File: src/rtl/me_shift_window.sv
// me_shift_window: loadable pixel window that shifts one pixel per request,
// refilling from a small reserve and reporting the pixel shifted out.
module me_shift_window #(
    parameter int PIX_W   = 8,
    parameter int NUM_PIX = 16,
    parameter int RES_PIX = 2
) (
    input  logic                          clk_i,
    input  logic                          rst_i,
    input  logic                          load_valid_i,
    output logic                          load_ready_o,
    input  logic [NUM_PIX*PIX_W-1:0]      load_row_i,
    input  logic [RES_PIX*PIX_W-1:0]      load_res_i,
    input  logic                          shift_i,
    input  logic                          dir_i,
    input  logic                          flush_i,
    output logic [NUM_PIX*PIX_W-1:0]      win_o,
    output logic                          win_valid_o,
    output logic [PIX_W-1:0]              spill_o,
    output logic                          spill_valid_o,
    output logic [$clog2(RES_PIX+1)-1:0]  res_cnt_o,
    output logic                          shift_drop_o
);
    localparam int CW    = $clog2(RES_PIX+1);
    localparam int ROW_W = NUM_PIX*PIX_W;
    localparam int RES_W = RES_PIX*PIX_W;

    typedef enum logic [1:0] {IDLE, ACTIVE, DRAINED} state_t;

    state_t             state_q, state_d;
    logic [ROW_W-1:0]   win_q, win_d;
    logic [RES_W-1:0]   res_q, res_d;
    logic [CW-1:0]      cnt_q, cnt_d;
    logic [PIX_W-1:0]   spill_q, spill_d;
    logic               spill_v_q, drop_q;
    logic               load_acc, shift_acc, drop;

    assign load_ready_o = state_q != ACTIVE;
    assign load_acc     = load_valid_i & load_ready_o & ~flush_i;
    assign shift_acc    = shift_i & (state_q == ACTIVE) & ~flush_i;
    assign drop         = shift_i & (state_q != ACTIVE) & ~flush_i;

    always_comb begin
        state_d = state_q;
        win_d   = win_q;
        res_d   = res_q;
        cnt_d   = cnt_q;
        spill_d = spill_q;
        if (flush_i) begin
            state_d = IDLE;
            win_d   = '0;
            res_d   = '0;
            cnt_d   = '0;
        end else if (load_acc) begin
            state_d = ACTIVE;
            win_d   = load_row_i;
            res_d   = load_res_i;
            cnt_d   = CW'(RES_PIX);
        end else if (shift_acc) begin
            // res[0] enters at the end opposite the pixel being spilled
            win_d   = dir_i ? {win_q[ROW_W-PIX_W-1:0], res_q[PIX_W-1:0]}
                            : {res_q[PIX_W-1:0], win_q[ROW_W-1:PIX_W]};
            spill_d = dir_i ? win_q[ROW_W-1 -: PIX_W] : win_q[PIX_W-1:0];
            res_d   = res_q >> PIX_W;
            cnt_d   = cnt_q - CW'(1);
            state_d = (cnt_q == CW'(1)) ? DRAINED : ACTIVE;
        end
    end

    always_ff @(posedge clk_i or posedge rst_i) begin
        if (rst_i) begin
            state_q   <= IDLE;
            win_q     <= '0;
            res_q     <= '0;
            cnt_q     <= '0;
            spill_q   <= '0;
            spill_v_q <= 1'b0;
            drop_q    <= 1'b0;
        end else begin
            state_q   <= state_d;
            win_q     <= win_d;
            res_q     <= res_d;
            cnt_q     <= cnt_d;
            spill_q   <= spill_d;
            spill_v_q <= shift_acc;
            drop_q    <= drop;
        end
    end

    assign win_o         = win_q;
    assign win_valid_o   = state_q != IDLE;
    assign spill_o       = spill_q;
    assign spill_valid_o = spill_v_q;
    assign res_cnt_o     = cnt_q;
    assign shift_drop_o  = drop_q;
endmodule

File: config.mk
export PLATFORM = sky130hd
export DESIGN_NAME = me_shift_window
export DESIGN_NICKNAME = d
export VERILOG_FILES = /design/src/rtl/me_shift_window.sv
export SDC_FILE = /design/constraint.sdc
export NUM_CORES = 1
export LEC_CHECK = 0
export CAP_MARGIN = 10
export CELL_PAD_IN_SITES_DETAIL_PLACEMENT = 1
export CELL_PAD_IN_SITES_GLOBAL_PLACEMENT = 2
export CORE_ASPECT_RATIO = 0.5
export CORE_MARGIN = 5
export CORE_UTILIZATION = 33
export DETAILED_ROUTE_END_ITERATION = 6
export PLACE_DENSITY_LB_ADDON = 0.25
export SLEW_MARGIN = 20
export SYNTH_ARGS = -nofsm -noshare
export SYNTH_HDL_FRONTEND = slang
export SYNTH_SLANG_ARGS = --single-unit
File: constraint.sdc
create_clock -name clk_i -period 9.3 [get_ports clk_i]
set_input_delay 2.79 -clock clk_i [delete_from_list [all_inputs] [get_ports clk_i]]
set_output_delay 2.79 -clock clk_i [all_outputs]
set_load 0.01 [all_outputs]
==> results by group, run 1 <==
Status
  • Outcome: finished clean

Critical path
  • Reg2reg start: state_q[0]
  • Crit path max fanout: 194
  • Crit path arrival time: around 2.9 ns
  • Setup crit start: state_q[0]
  • FF-to-FF setup slack: between 5 and 6 ns
  • Kind of critical path: reg -> out
  • R2R depth: 6
  • CP Launch Type: flip-flop
  • Critical Path Sink Type: primary output
  • Critical path required time: 6.51 ns
  • Crit path to: load_ready_o
  • R2r endpoint: win_o[82]

Routing
  • Post-route DRC: 0
  • Final wirelength: 49.3 mm
  • DRT antenna net count: 0
  • Wire per inst: 29.6 um
  • Initial DRC Count: approximately 1,100
  • Vias post-DR: 10,985
  • Vias per cell: about 6.6
  • DR pass1 iterations: 5

Power and ir drop
  • Combinational power share: 24.7%
  • Int Power: 0.00144 W
  • Switching share of total power: 32.7%
  • Leak pwr: 5.53 nW
  • Seq pwr share: 37.2%
  • Clock share of power: 38.1%
  • Worst vdd rail ir drop: 0.101 mV
  • Cell area power density: 147 mW/mm2
  • Switching power total: 0.000698 W

Layout
  • Synthesis-to-finish area growth: 32.1%
  • Commonest non-fill, non-tap cell in the layout: clkdlybuf4s50_1
  • FF+latch area: 0.00395 mm2
  • Layout cells sized above 1: 14.7%
  • Commonest non-fill, non-tap cells in the layout: clkdlybuf4s50_1 (289), dfrtp_1 (158)
  • Nets@finish: 1,360
  • Area occupied by multi-input gates: ~0.0063 mm2
  • Fillers: 3,533
  • Final Util: 44.1%

Timing
  • Slew Limit Fails: 0
  • Crit path time final: approximately 5.7 ns
  • Slew @ Worst Pin: 1.17 ns
  • RSZ-0062 raised after global routing: no
  • Max-slew headroom: 21.9%
  • # setup viols final: 0
  • Clock skew: between 0.009 and 0.01 ns
  • Period Utilization, post-route: ~61%
  • Achievable clock frequency: between 150 and 200 MHz
  • Setup TNS: 0 ns
  • Fin. Hold Viols: 0

Synthesis
  • Mapped cell area: 0.0110 mm2
  • Mapped Nets: 1,213
  • Syn_area_per_cell: roughly 10 um2
  • Synth warnings: 0
  • Synthesized flop and latch total: 158
  • Sequential area share after synthesis: a little over a third
  • Cells after synthesis: between 1,000 and 1,500
  • Synth unique cells: 36

Clocking
  • Clk sinks: 158
  • Clock Latency Late Sink: 0.45 ns
  • Root buffer cell: clkbuf_16
  • CTS H-Tree Depth: 4
  • Clock Pin Slew Worst Setup and Hold Paths: roughly 0.07 ns
  • Hold buffer count at CTS: 0
  • Post-cts resize count: 0
  • CTS tree: yes
  • Setup bufs post-CTS: 0
  • Cts bufs inserted: 17
  • Deepest clock path buffer count: 2

GRT
  • Vias in the first global route: 11,442
  • Global-route wire length before repair: 75.0 mm
  • Grt ovf: 0
  • GR Util All Layers: between 20% and 30%
  • Largest net degree at the start of global routing: 195
  • Antenna violations before repair: 2

Placed design
  • Port Buffer Count: 291
  • Post-DP HPWL: 29.7 mm
  • Placer Congestion: 0.807

Die
  • Die Footprint: 0.0374 mm2
  • Core area: ~0.033 mm2
  • Die X: 269 um
  • I/O pins: 292
  • Initial Util: 33.4%
  • Row count: 47
  • Die span in y: 139 um

Min path
  • Hold Path Class: reg -> reg
  • Min-delay src: res_q[13]

Run
  • Max cap viols: 0
[per-stage QoR]
stage	hold slack, ns	cell area [um2]	total power [W]	instances	worst slack, ns
global placement	0.488	13900	0.00132	1631	3.74
CTS	0.510	14600	0.00215	1662	3.57
global route	0.524	14600	0.00222	1664	3.45
floorplan	0.466	11000	0.00108	1062	2.25
finish	0.504	14600	0.00214	1664	3.64
detailed placement	0.483	13900	0.00133	1631	3.64
[area by class of cell]
type,instances,share of cell area (%)
clock buffers,18,3.01
inverters,5,0.215
clock inverters,13,1.44
repair buffers,307,21.0
diodes,2,0.0343
flip-flops and latches,158,27.1
well taps,441,3.78
multi-input cells,720,43.4
[how the worst min path moves through the flow]
stage	endpoint	slack, ns	cells after the start
final	res_q[13]	0.50	1
after global routing	res_q[15]	0.52	1
after CTS	res_q[14]	0.51	1
after detailed placement	res_q[15]	0.48	1
after global placement	res_q[15]	0.49	1
after floorplan	res_q[10]	0.47	1
[cell families (layout without fill, tap and decap cells)]
kind of cell / after synthesis / in the layout / share of synthesized area (%)
compound gates: 424 / 424 / 41.5
xor+xnor: 1 / 1 / 0.0794
fa+ha+maj: 1 / 1 / 0.113
buf+inv: 184 / 343 / 7.29
flops: 158 / 158 / 35.8
mux: 9 / 9 / 0.816
other cells: 0 / 2 / 0
simple gates: 285 / 285 / 14.4
[synthesized netlist by cell type, drive strengths merged]
master | number | area share, %
nand3b | 1 | 0.068
o2111ai | 128 | 10
a221oi | 128 | 10
nand2 | 3 | 0.10
a2bb2oi | 8 | 0.64
a21oi | 12 | 0.58
nand2b | 1 | 0.057
clkbuf | 117 | 4.0
nor3 | 128 | 5.8
and3 | 1 | 0.057
or2 | 1 | 0.057
o211ai | 1 | 0.068
clkinv | 1 | 0.034
nor2b | 130 | 7.4
a22o | 8 | 0.64
a211oi | 1 | 0.11
and3b | 1 | 0.079
o211a | 1 | 0.091
o41ai | 128 | 18
ha | 1 | 0.11
nand3 | 9 | 0.41
nor4bb | 1 | 0.091
dfrtp | 158 | 36
mux2i | 9 | 0.82
o221ai | 8 | 0.64
nor2 | 9 | 0.31
xor2 | 1 | 0.079
buf | 62 | 3.1
o31ai | 1 | 0.068
inv | 4 | 0.16
[power by group through the flow]
stage	Clock, W	Combinational [W]	Sequential [W]
CTS	0.000828	0.000527	0.000794
global placement	0	0.000517	0.000806
floorplan	0	0.000280	0.000797
detailed placement	0	0.000525	0.000806
finish	0.000815	0.000527	0.000796
global route	0.000857	0.000557	0.000800
[sequential cells by signal (all words and copies together) (netlist names)]
register / count
shift_drop_o: 1
state_q: 2
res_cnt_o: 2
spill_o: 8
spill_valid_o: 1
res_q: 16
win_o: 128
[metal layers]
metal  up-vias  wire [um]  global-route usage, %
li1       4754          -                      -
met1      5736      22200                   36.6
met2       431      23600                   40.2
met3        64       2230                   2.95
met4         0       1250                   7.96
met5         -          0                      0
[critical path, stage by stage (launching register included)]
cell             delay [ns]
dfrtp_1                0.44
nor2b_4                0.20
buf_12                 0.63
inv_4                  0.50
clkdlybuf4s50_1        0.62
Note: power is estimated with default switching activity, not from simulation.
==> run 2, diff against run 1 <==
CORE_UTILIZATION = 31   (was 33)
clock period = 5.5 ns   (was 9.3 ns; I/O delays follow)
==> results by group, run 2 (synthesis gave the netlist of run 1 again) <==
Power and ir drop
  • Combinational power share: 25.7% (+1.0 points)
  • Worst vdd rail ir drop: 0.182 mV (+80%)
  • Switching share of total power: 33.6% (+0.97 points)
  • Cell area power density: 240 mW/mm2 (+63%)
  • Switching power total: 0.00119 W (+70%)
  • Seq pwr share: 38.2% (+1.0 points)
  • Clock share of power: 36.1% (-2.0 points)
  • Int Power: 0.00234 W (+63%)
  • Leak pwr: 5.58 nW (+0.92%)

Critical path
  • FF-to-FF setup slack: 2.55 ns (-3.38 ns)
  • Crit path to: win_o[78]
  • Crit path max fanout: 90 (-54%)
  • R2r endpoint: win_o[69]
  • Critical Path Sink Type: flip-flop
  • Reg2reg start: state_q[1]
  • R2R depth: 5 (-1)
  • CP Launch Type: primary input
  • Kind of critical path: in -> reg
  • Crit path arrival time: 4.30 ns (+1.43 ns)
  • Critical path required time: 5.84 ns (-0.67 ns)
  • Setup crit start: shift_i

Clocking
  • Post-cts resize count: 0 (unchanged)
  • CTS H-Tree Depth: 4 (unchanged)
  • Deepest clock path buffer count: 2 (unchanged)
  • Cts bufs inserted: 17 (unchanged)
  • CTS tree: yes
  • Clock Latency Late Sink: 0.45 ns (about the same)
  • Clock Pin Slew Worst Setup and Hold Paths: 0.07 ns (about the same)
  • Root buffer cell: clkbuf_16
  • Setup bufs post-CTS: 0 (unchanged)
  • Clk sinks: 158 (unchanged)
  • Hold buffer count at CTS: 0 (unchanged)

Layout
  • Max reg flops: 128 (unchanged)
  • Commonest non-fill, non-tap cell in the layout: clkdlybuf4s50_1
  • Synthesis-to-finish area growth: 33.5%
  • Layout cells sized above 1: 15.2% (+0.49 points)
  • Nets@finish: 1,367 (+0.51%)
  • Commonest non-fill, non-tap cells in the layout: clkdlybuf4s50_1 (289), dfrtp_1 (158)
  • Final Cell Area: 0.0147 mm2 (+1.1%)
  • Final std cells w/o fill: 1,705 (+2.5%)

Timing
  • Achievable clock frequency: between 200 and 300 MHz
  • Slew @ Worst Pin: 1.14 ns (-0.0343 ns)
  • Slew Limit Fails: 0 (unchanged)
  • Crit path time final: a little under 4 ns
  • Minimum hold slack: 0.511 ns (+0.00700 ns)
  • # setup viols final: 0 (unchanged)
  • Setup TNS: 0 ns (unchanged)
  • Clock skew: 0.0108 ns (+0.000871 ns)
  • Max-slew headroom: 24.2% (+2.3 points)
  • Period Utilization, post-route: roughly 72%
  • RSZ-0062 raised after global routing: no
  • Fin. Hold Viols: 0 (unchanged)

Routing
  • Vias post-DR: 11,000 (+0.14%)
  • Wire per inst: 29.3 um (-1.1%)
  • Vias per cell: 6.45 (-2.3%)
  • Post-route DRC: 0 (unchanged)
  • DR pass1 iterations: 5 (unchanged)
  • Final wirelength: 50.0 mm (+1.4%)
  • Initial DRC Count: 1,183 (+3.8%)
  • DRT antenna net count: 0 (unchanged)

Die
  • Die span in y: 143 um (+2.9%)
  • I/O pins: 292 (unchanged)
  • Core area: 0.0348 mm2 (+5.2%)
  • Die X: 277 um (+3.1%)
  • Die Footprint: 0.0397 mm2 (+6.1%)
  • Row count: 48 (+2.1%)
  • Initial Util: 31.7% (-1.7 points)

Placed design
  • Port Buffer Count: 291 (unchanged)
  • Placer Congestion: 0.815 (+1.0%)
  • Area post-placement: 0.0141 mm2 (+1.5%)
  • Post-DP HPWL: 31.2 mm (+5.3%)
  • Dpl cells: 1,672 (+2.5%)

Run
  • Max cap viols: 0 (unchanged)

GRT
  • Largest net degree at the start of global routing: 177 (-9.2%)
  • Vias in the first global route: 11,400 (-0.37%)
  • Antenna violations before repair: 2 (unchanged)
  • Grt ovf: 0 (unchanged)
  • Global-route wire length before repair: 76.0 mm (+1.4%)
  • GR Util All Layers: 24.2% (-1.2 points)

Min path
  • Hold Path Class: reg -> reg
  • Worst hold stages: 1 (unchanged)

Status
  • Outcome: finished clean
-- run 2: cell count changes in the layout (fill, tap and decap cells not counted) --
cell / delta
inv_6: -4
buf_4: -2
buf_12: +9
clkinv_2: +2
buf_6: -1
bufinv_16: -2
clkinv_4: +5
-- run 2: worst max-delay path, stage by stage --
cell and delay [ns]:
clkdlybuf4s50_1 0.53, nand3b_1 0.14, buf_4 0.83, buf_4 0.64
o2111ai_1 0.25, o41ai_2 0.10
-- run 2: power by group through the flow --
stage | registers [W] | clock network [W] | logic [W]
after floorplan | 0.00135 | 0 | 0.000473
after global placement | 0.00136 | 0 | 0.000893
after detailed placement | 0.00137 | 0 | 0.000908
after CTS | 0.00135 | 0.00129 | 0.000912
after global routing | 0.00136 | 0.00134 | 0.000965
final | 0.00135 | 0.00127 | 0.000908
-- run 2: worst min path at each step --
stage               startpoint        end  slack [ns]
floorplan            res_q[10]  res_q[10]        0.47
global placement      res_q[9]   res_q[9]        0.50
detailed placement   res_q[15]  res_q[15]        0.49
CTS                  res_q[14]  res_q[14]        0.51
global route         res_q[14]  res_q[14]        0.52
finish               res_q[14]  res_q[14]        0.51
-- run 2: final cells by class --
cell class | count | area (um2)
Fill cell | 3728 | 20000
Multi-Input combinational cell | 720 | 6320
Sequential cell | 158 | 3950
Timing Repair Buffer | 314 | 3230
Tap cell | 475 | 594
Clock buffer | 17 | 425
Clock inverter | 14 | 170
Inverter | 5 | 30.0
Antenna cell | 2 | 5.00
-- run 2: through the flow --
step	power, W	util, %	setup slack [ns]
global route	0.00366	42.4	1.46
CTS	0.00355	42.3	1.52
global placement	0.00226	40.6	1.25
floorplan	0.00182	-	1.85
detailed placement	0.00227	40.6	1.15
finish	0.00353	42.4	1.54
-- run 2: layer usage --
metal	track usage [%]	vias to the layer above	part of all wire [%]
met4	8.18	0	3.0
met1	33.0	5760	44
met2	39.7	406	48
li1	-	4758	-
met3	3.96	76	4.8
met5	0	-	0
==> run 3, diff against run 2 <==
CORE_UTILIZATION = 28   (was 31)
clock period = 3.5 ns   (was 5.5 ns; I/O delays follow)
==> results by group, run 3 (synthesis gave the netlist of run 1 again) <==
Status
  • Outcome: finished clean

Power and ir drop
  • Worst vdd rail ir drop: 0.378 mV (+110%)
  • Leak pwr: 5.75 nW (+3.0%)
  • Cell area power density: 372 mW/mm2 (+55%)

Timing
  • Crit path time final: 2.80 ns
  • RSZ-0062 raised after global routing: no
  • Achievable clock frequency: around 360 MHz
  • Slew @ Worst Pin: 1.14 ns (+0.00253 ns)
  • Fin. Hold Viols: 0 (unchanged)
  • Slew Limit Fails: 0 (unchanged)
  • Period Utilization, post-route: 79.9%
  • # setup viols final: 0 (unchanged)
  • Clock skew: 0.0123 ns (+0.00150 ns)
  • Max-slew headroom: 24.0% (-0.17 points)
  • Setup TNS: 0 ns (unchanged)

Critical path
  • Reg2reg start: state_q[1]
  • Crit path max fanout: 6 (-93%)
  • CP Launch Type: flip-flop
  • Critical path required time: 2.45 ns (-3.39 ns)
  • Critical Path Sink Type: primary output
  • FF-to-FF setup slack: 0.97 ns (-1.58 ns)
  • Kind of critical path: reg -> out
  • Setup crit start: state_q[1]
  • Crit path arrival time: 1.75 ns (-2.55 ns)

Min path
  • Min-delay src: res_q[9]
  • Hold Path Class: reg -> reg

Run
  • Max cap viols: 0 (unchanged)

Die
  • Initial Util: 28.3% (-3.4 points)
  • Core area: 0.0389 mm2 (+12%)
  • Die X: 291 um (+5.0%)
  • Row count: 51 (+6.3%)
  • I/O pins: 292 (unchanged)
  • Die span in y: 150 um (+4.9%)
  • Die Footprint: 0.0437 mm2 (+10%)

Placed design
  • Post-DP HPWL: 33.2 mm (+6.2%)
  • Port Buffer Count: 291 (unchanged)
  • Placer Congestion: 0.800 (-1.8%)

GRT
  • Grt ovf: 0 (unchanged)
  • Largest net degree at the start of global routing: 157 (-11%)
  • Antenna violations before repair: 3 (+1)
  • GR Util All Layers: 22.4% (-1.8 points)
  • Vias in the first global route: 11,524 (+1.1%)
  • Global-route wire length before repair: 76.9 mm (+1.2%)

Layout
  • Commonest non-fill, non-tap cells in the layout: clkdlybuf4s50_1 (289), dfrtp_1 (158)
  • Fillers: 4,258 (+14%)
  • Max reg flops: 128 (unchanged)
  • Synthesis-to-finish area growth: 37.2%
  • Commonest non-fill, non-tap cell in the layout: clkdlybuf4s50_1
  • Final Util: 38.9% (-3.5 points)
  • Nets@finish: 1,389 (+1.6%)
  • Layout cells sized above 1: 16.8% (+1.6 points)

Routing
  • Wire per inst: 28.5 um (-2.8%)
  • Final wirelength: 50.9 mm (+1.7%)
  • Post-route DRC: 0 (unchanged)
  • Vias per cell: 6.21 (-3.8%)
  • Initial DRC Count: 1,130 (-4.5%)
  • Vias post-DR: 11,083 (+0.75%)
  • DRT antenna net count: 0 (unchanged)
  • DR pass1 iterations: 5 (unchanged)

Clocking
  • Deepest clock path buffer count: 2 (unchanged)
  • Cts bufs inserted: 17 (unchanged)
  • Post-cts resize count: 0 (unchanged)
  • CTS H-Tree Depth: 4 (unchanged)
  • Setup bufs post-CTS: 0 (unchanged)
  • CTS tree: yes
  • Clock Pin Slew Worst Setup and Hold Paths: 0.07 ns (about the same)
  • Root buffer cell: clkbuf_16
  • Clk sinks: 158 (unchanged)
  • Clock Latency Late Sink: 0.45 ns (about the same)
  • Hold buffer count at CTS: 0 (unchanged)
## run 3: worst paths after layout
kind,end,depth (start not counted)
worst min-delay path,res_q[9],1
worst max register to register,win_o[113],5
worst max-delay path,win_valid_o,2
max in group asynchronous,win_o[67],3
min in group asynchronous,win_o[12],2
worst min register to register,res_q[9],1
## run 3: area by class of cell
type,instances,area [um2],area share [%]
Multi-Input combinational cell,720,6320,41.7
Sequential cell,158,3950,26.1
Timing Repair Buffer,336,3560,23.5
Tap cell,530,663,4.38
Clock buffer,17,425,2.81
Clock inverter,15,184,1.21
Inverter,5,30.0,0.198
Antenna cell,4,10.0,0.0661
## run 3: worst max-delay path, cell delays in order, from the launching register on
cell and delay (ns):
dfrtp_1 0.48, or2_2 0.33, clkdlybuf4s50_1 0.48
## run 3: routing by layer
layer | vias to the layer above | track usage [%] | wire (um)
met4 | 0 | 7.12 | 1310
met3 | 63 | 3.13 | 2030
met1 | 5835 | 30.8 | 22600
met2 | 365 | 36.9 | 24900
met5 | - | 0 | 0
li1 | 4820 | - | -
## run 3: where the power goes
part	internal, W	switching (W)	leakage, nW	total (W)
clock network	0.00113	0.000907	0.291	0.00204
registers	0.00195	0.000171	2.14	0.00212
logic	0.000653	0.000824	3.32	0.00148
## run 3: stage by stage
| step | hold WS (ns) | setup slack (ns) | instance area (um2) | power (W) | instances |
|---|---|---|---|---|---|
| finish | 0.524 | 0.705 | 15100 | 0.00563 | 1785 |
| global route | 0.547 | 0.640 | 15100 | 0.00586 | 1784 |
| CTS | 0.523 | 0.666 | 15100 | 0.00568 | 1781 |
| detailed placement | 0.498 | 0.477 | 14500 | 0.00362 | 1749 |
| global placement | 0.506 | 0.556 | 14500 | 0.00360 | 1749 |
| floorplan | 0.466 | 0.449 | 11000 | 0.00286 | 1062 |
